==> src/rtl/arb_pkg.sv <==
// Shared definitions for the 8-way round-robin arbiter slice.
package arb_pkg;

  localparam int unsigned N_REQ = 8;
  localparam int unsigned IDX_W = 3;

  typedef enum logic {
    IDLE  = 1'b0,
    GRANT = 1'b1
  } arb_state_t;

endpackage : arb_pkg

==> src/rtl/rr_pick8.sv <==
// Combinational round-robin pick: first set request at or above ptr, wrapping 7->0.
module rr_pick8
  import arb_pkg::*;
(
  input  logic [N_REQ-1:0] req,
  input  logic [IDX_W-1:0] ptr,
  output logic             any,
  output logic [IDX_W-1:0] idx
);

  logic [N_REQ-1:0] rot;
  logic [IDX_W-1:0] off;

  // Rotate so bit 0 is the pointer position, then take the lowest set bit.
  always_comb begin
    rot = '0;
    off = '0;
    for (int i = 0; i < N_REQ; i++) begin
      rot[i] = req[IDX_W'(ptr + IDX_W'(i))];
    end
    for (int i = N_REQ - 1; i >= 0; i--) begin
      if (rot[i]) off = IDX_W'(i);
    end
    any = |req;
    idx = IDX_W'(ptr + off);
  end

endmodule : rr_pick8

==> src/rtl/rr_arbiter_8.sv <==
// 8-requester round-robin arbiter with optional hold limit; drives a 3-to-8 decoder.
module rr_arbiter_8
  import arb_pkg::*;
#(
  parameter int unsigned MAX_HOLD = 0,
  parameter int unsigned CNT_W    = 8
) (
  input  logic             clk,
  input  logic             rst_n,
  input  logic [N_REQ-1:0] req,
  output logic             gnt_valid,
  output logic [IDX_W-1:0] gnt_idx,
  output logic [N_REQ-1:0] gnt
);

  localparam bit               HOLD_LIMITED = (MAX_HOLD != 0);
  localparam logic [CNT_W-1:0] HOLD_LAST    = HOLD_LIMITED ? CNT_W'(MAX_HOLD - 1) : '0;

  arb_state_t       state, state_n;
  logic [IDX_W-1:0] rr_ptr, rr_ptr_n;
  logic [CNT_W-1:0] hold_cnt, hold_n;
  logic             valid_n;
  logic [IDX_W-1:0] idx_n;
  logic [N_REQ-1:0] gnt_n;
  logic             pick_any;
  logic [IDX_W-1:0] pick_idx;
  logic             release_c;

  // rr_ptr already sits one past the current holder, so the holder is searched last.
  rr_pick8 u_pick (
    .req (req),
    .ptr (rr_ptr),
    .any (pick_any),
    .idx (pick_idx)
  );

  always_ff @(posedge clk or negedge rst_n) begin
    if (!rst_n) begin
      state     <= IDLE;
      rr_ptr    <= '0;
      hold_cnt  <= '0;
      gnt_valid <= 1'b0;
      gnt_idx   <= '0;
      gnt       <= '0;
    end else begin
      state     <= state_n;
      rr_ptr    <= rr_ptr_n;
      hold_cnt  <= hold_n;
      gnt_valid <= valid_n;
      gnt_idx   <= idx_n;
      gnt       <= gnt_n;
    end
  end

  always_comb begin
    state_n   = state;
    rr_ptr_n  = rr_ptr;
    hold_n    = hold_cnt;
    valid_n   = gnt_valid;
    idx_n     = gnt_idx;
    release_c = !req[gnt_idx] || (HOLD_LIMITED && (hold_cnt == HOLD_LAST));

    case (state)
      IDLE: begin
        if (pick_any) begin
          state_n  = GRANT;
          valid_n  = 1'b1;
          idx_n    = pick_idx;
          rr_ptr_n = IDX_W'(pick_idx + IDX_W'(1));
          hold_n   = '0;
        end
      end
      GRANT: begin
        if (release_c) begin
          if (pick_any) begin
            idx_n    = pick_idx;
            rr_ptr_n = IDX_W'(pick_idx + IDX_W'(1));
            hold_n   = '0;
          end else begin
            state_n = IDLE;
            valid_n = 1'b0;
          end
        end else if (!(&hold_cnt)) begin
          hold_n = CNT_W'(hold_cnt + CNT_W'(1));
        end
      end
      default: begin
        state_n = IDLE;
        valid_n = 1'b0;
      end
    endcase

    // One-hot grant follows the next-state index so it stays aligned with gnt_idx.
    gnt_n = valid_n ? (N_REQ'(1) << idx_n) : '0;
  end

endmodule : rr_arbiter_8

==> config.mk <==
export PLATFORM = sky130hd
export DESIGN_NAME = rr_arbiter_8
export DESIGN_NICKNAME = d
export VERILOG_FILES = /design/src/rtl/arb_pkg.sv /design/src/rtl/rr_pick8.sv /design/src/rtl/rr_arbiter_8.sv
export SDC_FILE = /design/constraint.sdc
export NUM_CORES = 1
export LEC_CHECK = 0
export CAP_MARGIN = 20
export CORE_UTILIZATION = 60
export CTS_CLUSTER_DIAMETER = 80
export DETAILED_ROUTE_END_ITERATION = 7
export DONT_BUFFER_PORTS = 1
export GPL_ROUTABILITY_DRIVEN = 0
export HOLD_SLACK_MARGIN = 0.05
export PLACE_DENSITY = 0.8
export RECOVER_POWER = 25
export SYNTH_ARGS = -nofsm -noshare
export SYNTH_HDL_FRONTEND = slang
export SYNTH_HIERARCHICAL = 1
export SYNTH_SLANG_ARGS = --single-unit
==> constraint.sdc <==
create_clock -name clk -period 5 [get_ports clk]
set_clock_uncertainty 0.1 [all_clocks]
set_input_delay 1.25 -clock clk [delete_from_list [all_inputs] [get_ports clk]]
set_output_delay 1.25 -clock clk [all_outputs]
set_load 0.02 [all_outputs]
### Word level (Yosys, flattened, before mapping)

Index checks and enable logic that the tools add are counted.

| storage, ports and cells | value |
|---|---|
| flip-flop bits (word level) | 16 |
| output and inout bits | 12 |
| bits of input ports | 10 |

| cells by class | value |
|---|---|
| bitwise operators | 1 |
| equality and inequality tests | 1 |
| reduce and logical (&&, ||, !) cells | 1 |
| $add $sub $neg | 9 |
| shifts and indexed selects | 1 |
| multiplexer cells | 40 |
| magnitude comparators | 9 |

Operators by type and width:

| cell | count |
|---|---|
| $lt 3x4->1 const B | 9 |
| $mux 3 | 12 |
| $bmux 1 s3 | 9 |
| $mux 1 | 14 |
| $add 3x3->3 const B | 4 |
| $pmux 3 s2 | 2 |
| $mux 8 | 1 |
| $reduce_or 8->1 | 1 |
| $shl 1x3->8 const A | 1 |
| $add 3x1->3 const B | 2 |
| $add 3x2->3 const B | 2 |
| $pmux 1 s2 | 2 |
| $add 3x3->3 | 1 |
| $ne 2x2->1 const B | 1 |
| $not 1->1 | 1 |

### Depth between registers and ports, before layout

Gate-level depths: netlist of the first run.

| depth | value |
|---|---|
| depth after elaboration | 17 |
| mapped depth | 20 |

### Modules after synthesis

The synthesis of the first run kept the hierarchy.

By module, submodules not included:

| module | seq. area each (µm²) | area an instance (µm²) | instances | cells each |
|---|---|---|---|---|
| rr_arbiter_8 | 400.4 | 824.5 | 1 | 71 |
| rr_pick8 | 0.0 | 646.9 | 1 | 68 |

### Worst setup path before layout of the first run

Ideal clock, no wire load.

| timing | value |
|---|---|
| path type | input-to-reg |
| start | input req[5] |
| end | register gnt[2] |
| arrival | 3.798 ns |
| library setup time | 0.131 ns |
| setup slack | 0.972 ns |
| stages | 15 |
| path through | mux4_2 -> o221ai_2 -> nor2b_1 -> o211ai_1 -> a21oi_1 -> ha_1 -> inv_1 -> fa_1 -> xnor2_1 -> xnor2_1 -> nand2_1 -> a21o_1 -> nand3_1 -> o21bai_1 -> nor2_1 |

| between the ends | value |
|---|---|
| cells in the longest elaborated chain, start to end | 16 |

RTL lines:

| what | RTL line | text |
|---|---|---|
| start: declaration | rr_arbiter_8.sv:10 | `input logic [N_REQ-1:0] req,` |
| $bmux 1 s3 | rr_pick8.sv:19 | `rot[i] = req[IDX_W'(ptr + IDX_W'(i))];` |
| $mux 1 (implied by the code) | rr_pick8.sv:19 |  |
| $mux 3 (7 in series) | rr_pick8.sv:22 | `if (rot[i]) off = IDX_W'(i);` |
| $mux 3 * | rr_pick8.sv:22 |  |
| $add 3x3->3 * | rr_pick8.sv:25 | `idx = IDX_W'(ptr + off);` |
| named net pick_idx[2] | rr_arbiter_8.sv:26 | `logic [IDX_W-1:0] pick_idx;` |
| $mux 3 * | rr_arbiter_8.sv:65, rr_arbiter_8.sv:75 |  |
| $mux 3 | rr_arbiter_8.sv:74 | `if (release_c) begin` |
| $pmux 3 s2 * | rr_arbiter_8.sv:63 | `case (state)` |
| named net idx_n[2] | rr_arbiter_8.sv:23 | `logic [IDX_W-1:0] idx_n;` |
| $shl 1x3->8 * | rr_arbiter_8.sv:94 | `gnt_n = valid_n ? (N_REQ'(1) << idx_n) : '0;` |
| $mux 8 * | rr_arbiter_8.sv:94 |  |
| named net gnt_n[2] | rr_arbiter_8.sv:24 | `logic [N_REQ-1:0] gnt_n;` |
| end signal: assignment | rr_arbiter_8.sv:51 | `gnt <= gnt_n;` |
| end: declaration | rr_arbiter_8.sv:13 | `output logic [N_REQ-1:0] gnt` |

The timed path passes the listed nets; every way through them passes the cells marked *. The select of a mux whose other input is x is not followed.
A chain may end at the register's enable or synchronous reset.

### Final worst setup path of the first run

| timing | value |
|---|---|
| start | register rr_ptr[1] |
| end | register gnt[4] |

| between the ends | value |
|---|---|
| cells in the longest elaborated chain, start to end | 17 |

RTL lines:

| what | RTL line | text |
|---|---|---|
| start: declaration | rr_arbiter_8.sv:20 | `logic [IDX_W-1:0] rr_ptr, rr_ptr_n;` |
| start signal: assignment | rr_arbiter_8.sv:47 | `rr_ptr <= rr_ptr_n;` |
| $add 3x3->3 | rr_pick8.sv:19 |  |
| $bmux 1 s3 | rr_pick8.sv:19 |  |
| $mux 1 (implied by the code) | rr_pick8.sv:19 |  |
| $mux 3 (8 in series) | rr_pick8.sv:22 |  |
| $add 3x3->3 * | rr_pick8.sv:25 |  |
| named net pick_idx[2] | rr_arbiter_8.sv:26 |  |
| $mux 3 * | rr_arbiter_8.sv:65, rr_arbiter_8.sv:75 |  |
| $mux 3 | rr_arbiter_8.sv:74 |  |
| $pmux 3 s2 * | rr_arbiter_8.sv:63 |  |
| named net idx_n[2] | rr_arbiter_8.sv:23 |  |
| $shl 1x3->8 * | rr_arbiter_8.sv:94 |  |
| $mux 8 * | rr_arbiter_8.sv:94 |  |
| named net gnt_n[4] | rr_arbiter_8.sv:24 |  |

Marked as above.

==> impl_metrics.toml, run 1 <==
[drt]
dr.first_iter.drc_count = 23
ant_nets = 0
drc = 0
wl_per_cell_um = 17.43
viasPerCell = 6.675
wl_um = 2894
vias = 1108
firstDrtPassIters = 4

[yosys]
synth-seq-cells = 16
async_reset_ff_frac = 1.000
ys_seq_area_frac = 0.2721
syn_inst = 139
dominantRegCellSynth = "dfrtp_1"
ys_warn_count = 6
syn_nets = 154
synth_area_mm2 = 0.001471
synth.distinct_cells = 41
synth_edf_count = 0
syn_avg_cell_area_um2 = 10.59

[worst_setup_path]
criticalPathCategory = "reg2reg"
cpPeakStageDelay_ns = 0.59
cp_max_fo = 12
cp-start-kind = "flip-flop"
cp-end-kind = "flip-flop"
slowest_stage = "dfrtp_1"
cp_top_family = "adder cells"
critPathBufInv = 2
required_ns = 5.12
crit_chain = "inv_1 > ha_1 > mux2i_1 > mux2i_1 > o221ai_1 > nor2b_1 > o211ai_1 > a21oi_1 > ha_1 > inv_1 > fa_1 > xnor2_1 > xnor2_1 > nand2_1 > a21o_1 > nand3_1 > o21ai_0 > nor2_1"
arrival_ns = 4.47

[clock_network]
cts_made_buffers = 3
cts.htree.levels = 1
clk_pin_slew_ns = 0.09
cts_max_path_buffers = 2
cts_hold_buffers = 0
cts_tree = "yes"
clockRootBuffer = "clkbuf_4"
cts_setup_buffers = 0
clkSinkCount = 16
clk_latency_ns = 0.28
ctsResizeCount = 0

[cells_and_area]
syn_to_final_growth_pct = 1.276
final_area_mm2 = 0.001490
diodes = 0
fin_nets = 154
fin_cells = 166
fillers = 189
layout-drive-gt1-share = 0.1667

[floorplan]
chipWidth_um = 51.52
core.rowCount = 17
core-area_mm2 = 0.002255
ios = 22
die_h_um = 51.52
initial_utilization = 0.6526
die_area_mm2 = 0.002654

[placed_design]
placed_cells = 162
portBuffers = 0
dpl.hpwl_um = 2184
post_dp_cell_area_mm2 = 0.001454
dp_slack_ns = 0.6158

[sta]
report.final.slew_viol_count = 0
tns_ns = 0
rsz0062_at_grt = "no"
finalCritPeriodShare = 0.8701
hold_viol_final = 0
slew_headroom = 0.6034
setup_viol_count_final = 0
period_minus_slack_ns = 4.350
max_slew.worst_pin.slew_ns = 0.5948
max_freq_mhz = 229.9
fin_ws_ns = 0.6497

[grt]
grt_max_degree = 17
grt_use_total = 0.2502
grt_pass1_wl_um = 4892
grt_pass1_vias = 1062
antenna_found_initial = 0
grt_remaining_overflow = 0

[run_status]
status = "complete, no violations"

[flow_run]
drv.max_cap_violation_count = 0

[worst_hold_path]
holdCritPathClass = "reg2reg"
## cell usage after synthesis (2+ instances only)
master    count  area [µm²]
nand2b_1      3       18.77
xnor2_1       4       35.03
o211ai_1      2       15.01
buf_6         3       33.78
nor3b_1       4       30.03
mux2_2        6       67.56
inv_1         6       22.52
a21oi_1       4       20.02
mux4_2        4       90.09
ha_1          4       50.05
mux2i_1      18       180.2
mux4_1        3       78.83
nor4_1        2       12.51
dfrtp_1      16       400.4
o21ai_0      10       50.05
nand3_1       5       25.02
o21bai_1      2       15.01
nor2_1       10       37.54
o221ai_2      2       30.03
xor2_1        3       26.28
nand2_1       7       26.28
nor2b_1       2       12.51
## path summary, 6_finish.rpt
path,startpoint,endpoint,slack (ns),depth (start not counted)
setup / recovery,rr_ptr[1],gnt[4],0.65,18
hold / removal,state,gnt_valid,0.53,1
setup reg to reg,rr_ptr[1],gnt[4],0.65,18
hold reg to reg,state,gnt_valid,0.53,1
max in group asynchronous,rst_n,gnt[6],4.18,0
min in group asynchronous,rst_n,gnt[1],0.55,0
## area by class of cell
class	count	area [µm²]	share of cell area
Multi-Input combinational cell	110	984.7	0.6608
Clock buffer	4	36.28	0.02435
Timing Repair Buffer	1	7.507	0.005038
Inverter	7	26.28	0.01763
Sequential cell	16	400.4	0.2687
Tap cell	28	35.03	0.02351
## routing by layer
layer / wire, µm / vias to the layer above / track usage
met5: 0 / - / 0
li1: - / 514 / -
met4: 60 / 0 / 0.09009
met1: 1240 / 555 / 0.3160
met3: 127 / 8 / 0.05556
met2: 1465 / 31 / 0.4199
## per-stage QoR
step                      hold WS, ns    util
after detailed placement       0.4885  0.6448
after global placement         0.4688  0.6448
after floorplan                0.4192       -
final                          0.5266  0.6609
after CTS                      0.5115  0.6609
after global routing           0.5245  0.6609
## flip-flops by register name, summed over array words and instances, names as in the netlist
register	cells
gnt_valid	1
gnt	8
gnt_idx	3
state	1
rr_ptr	3
## logic make-up (layout without fill, tap and decap cells)
kind of cell               after synthesis  count (layout)  share of synthesized area
and+or+nand+nor                         38              38                     0.1369
muxes                                   33              33                     0.3078
AOI/OAI and AO/OA                       27              27                     0.1352
DFF                                     16              16                     0.2721
buffers and inverters                   13              12                    0.05866
xor gates and xnor gates                 7               7                    0.04167
adders and majority gates                5               5                    0.04762
## placed cells by master (no fill, tap or decap), types with 4 or more instances in the layout
| cell | count |
|---|---|
| a21oi_1 | 4 |
| o21ai_0 | 10 |
| ha_1 | 4 |
| xnor2_1 | 4 |
| mux2i_1 | 18 |
| nor2_1 | 10 |
| dfrtp_1 | 16 |
| nand2_1 | 7 |
| mux4_2 | 4 |
| nor3b_1 | 4 |
| nand3_1 | 5 |
| mux2_2 | 6 |
| inv_1 | 6 |
Power of run 1 is not shown: default switching activity piles up to over one toggle a cycle in this logic, so the estimate is an artifact.
==> run 2, diff against run 1 <==
--- a/config.mk
+++ b/config.mk
@@ -14,6 +14,8 @@
 export HOLD_SLACK_MARGIN = 0.05
 export PLACE_DENSITY = 0.8
 export RECOVER_POWER = 25
+export SETUP_SLACK_MARGIN = 0.05
+export SKIP_LAST_GASP = 1
 export SYNTH_ARGS = -nofsm -noshare
 export SYNTH_HDL_FRONTEND = slang
 export SYNTH_HIERARCHICAL = 1
==> results of run 2 <==
The final DEF is identical to that of run 1; final timing and power are the same.
Power of run 2 is left out for the same reason.
==> run 3, diff against run 2 <==
--- a/config.mk
+++ b/config.mk
@@ -13,9 +13,9 @@
 export GPL_ROUTABILITY_DRIVEN = 0
 export HOLD_SLACK_MARGIN = 0.05
 export PLACE_DENSITY = 0.8
-export RECOVER_POWER = 25
 export SETUP_SLACK_MARGIN = 0.05
 export SKIP_LAST_GASP = 1
+export SLEW_MARGIN = 25
 export SYNTH_ARGS = -nofsm -noshare
 export SYNTH_HDL_FRONTEND = slang
 export SYNTH_HIERARCHICAL = 1
==> results of run 3 <==
The final DEF is identical to that of run 1; final timing and power are the same.
Power of run 3 is left out for the same reason.
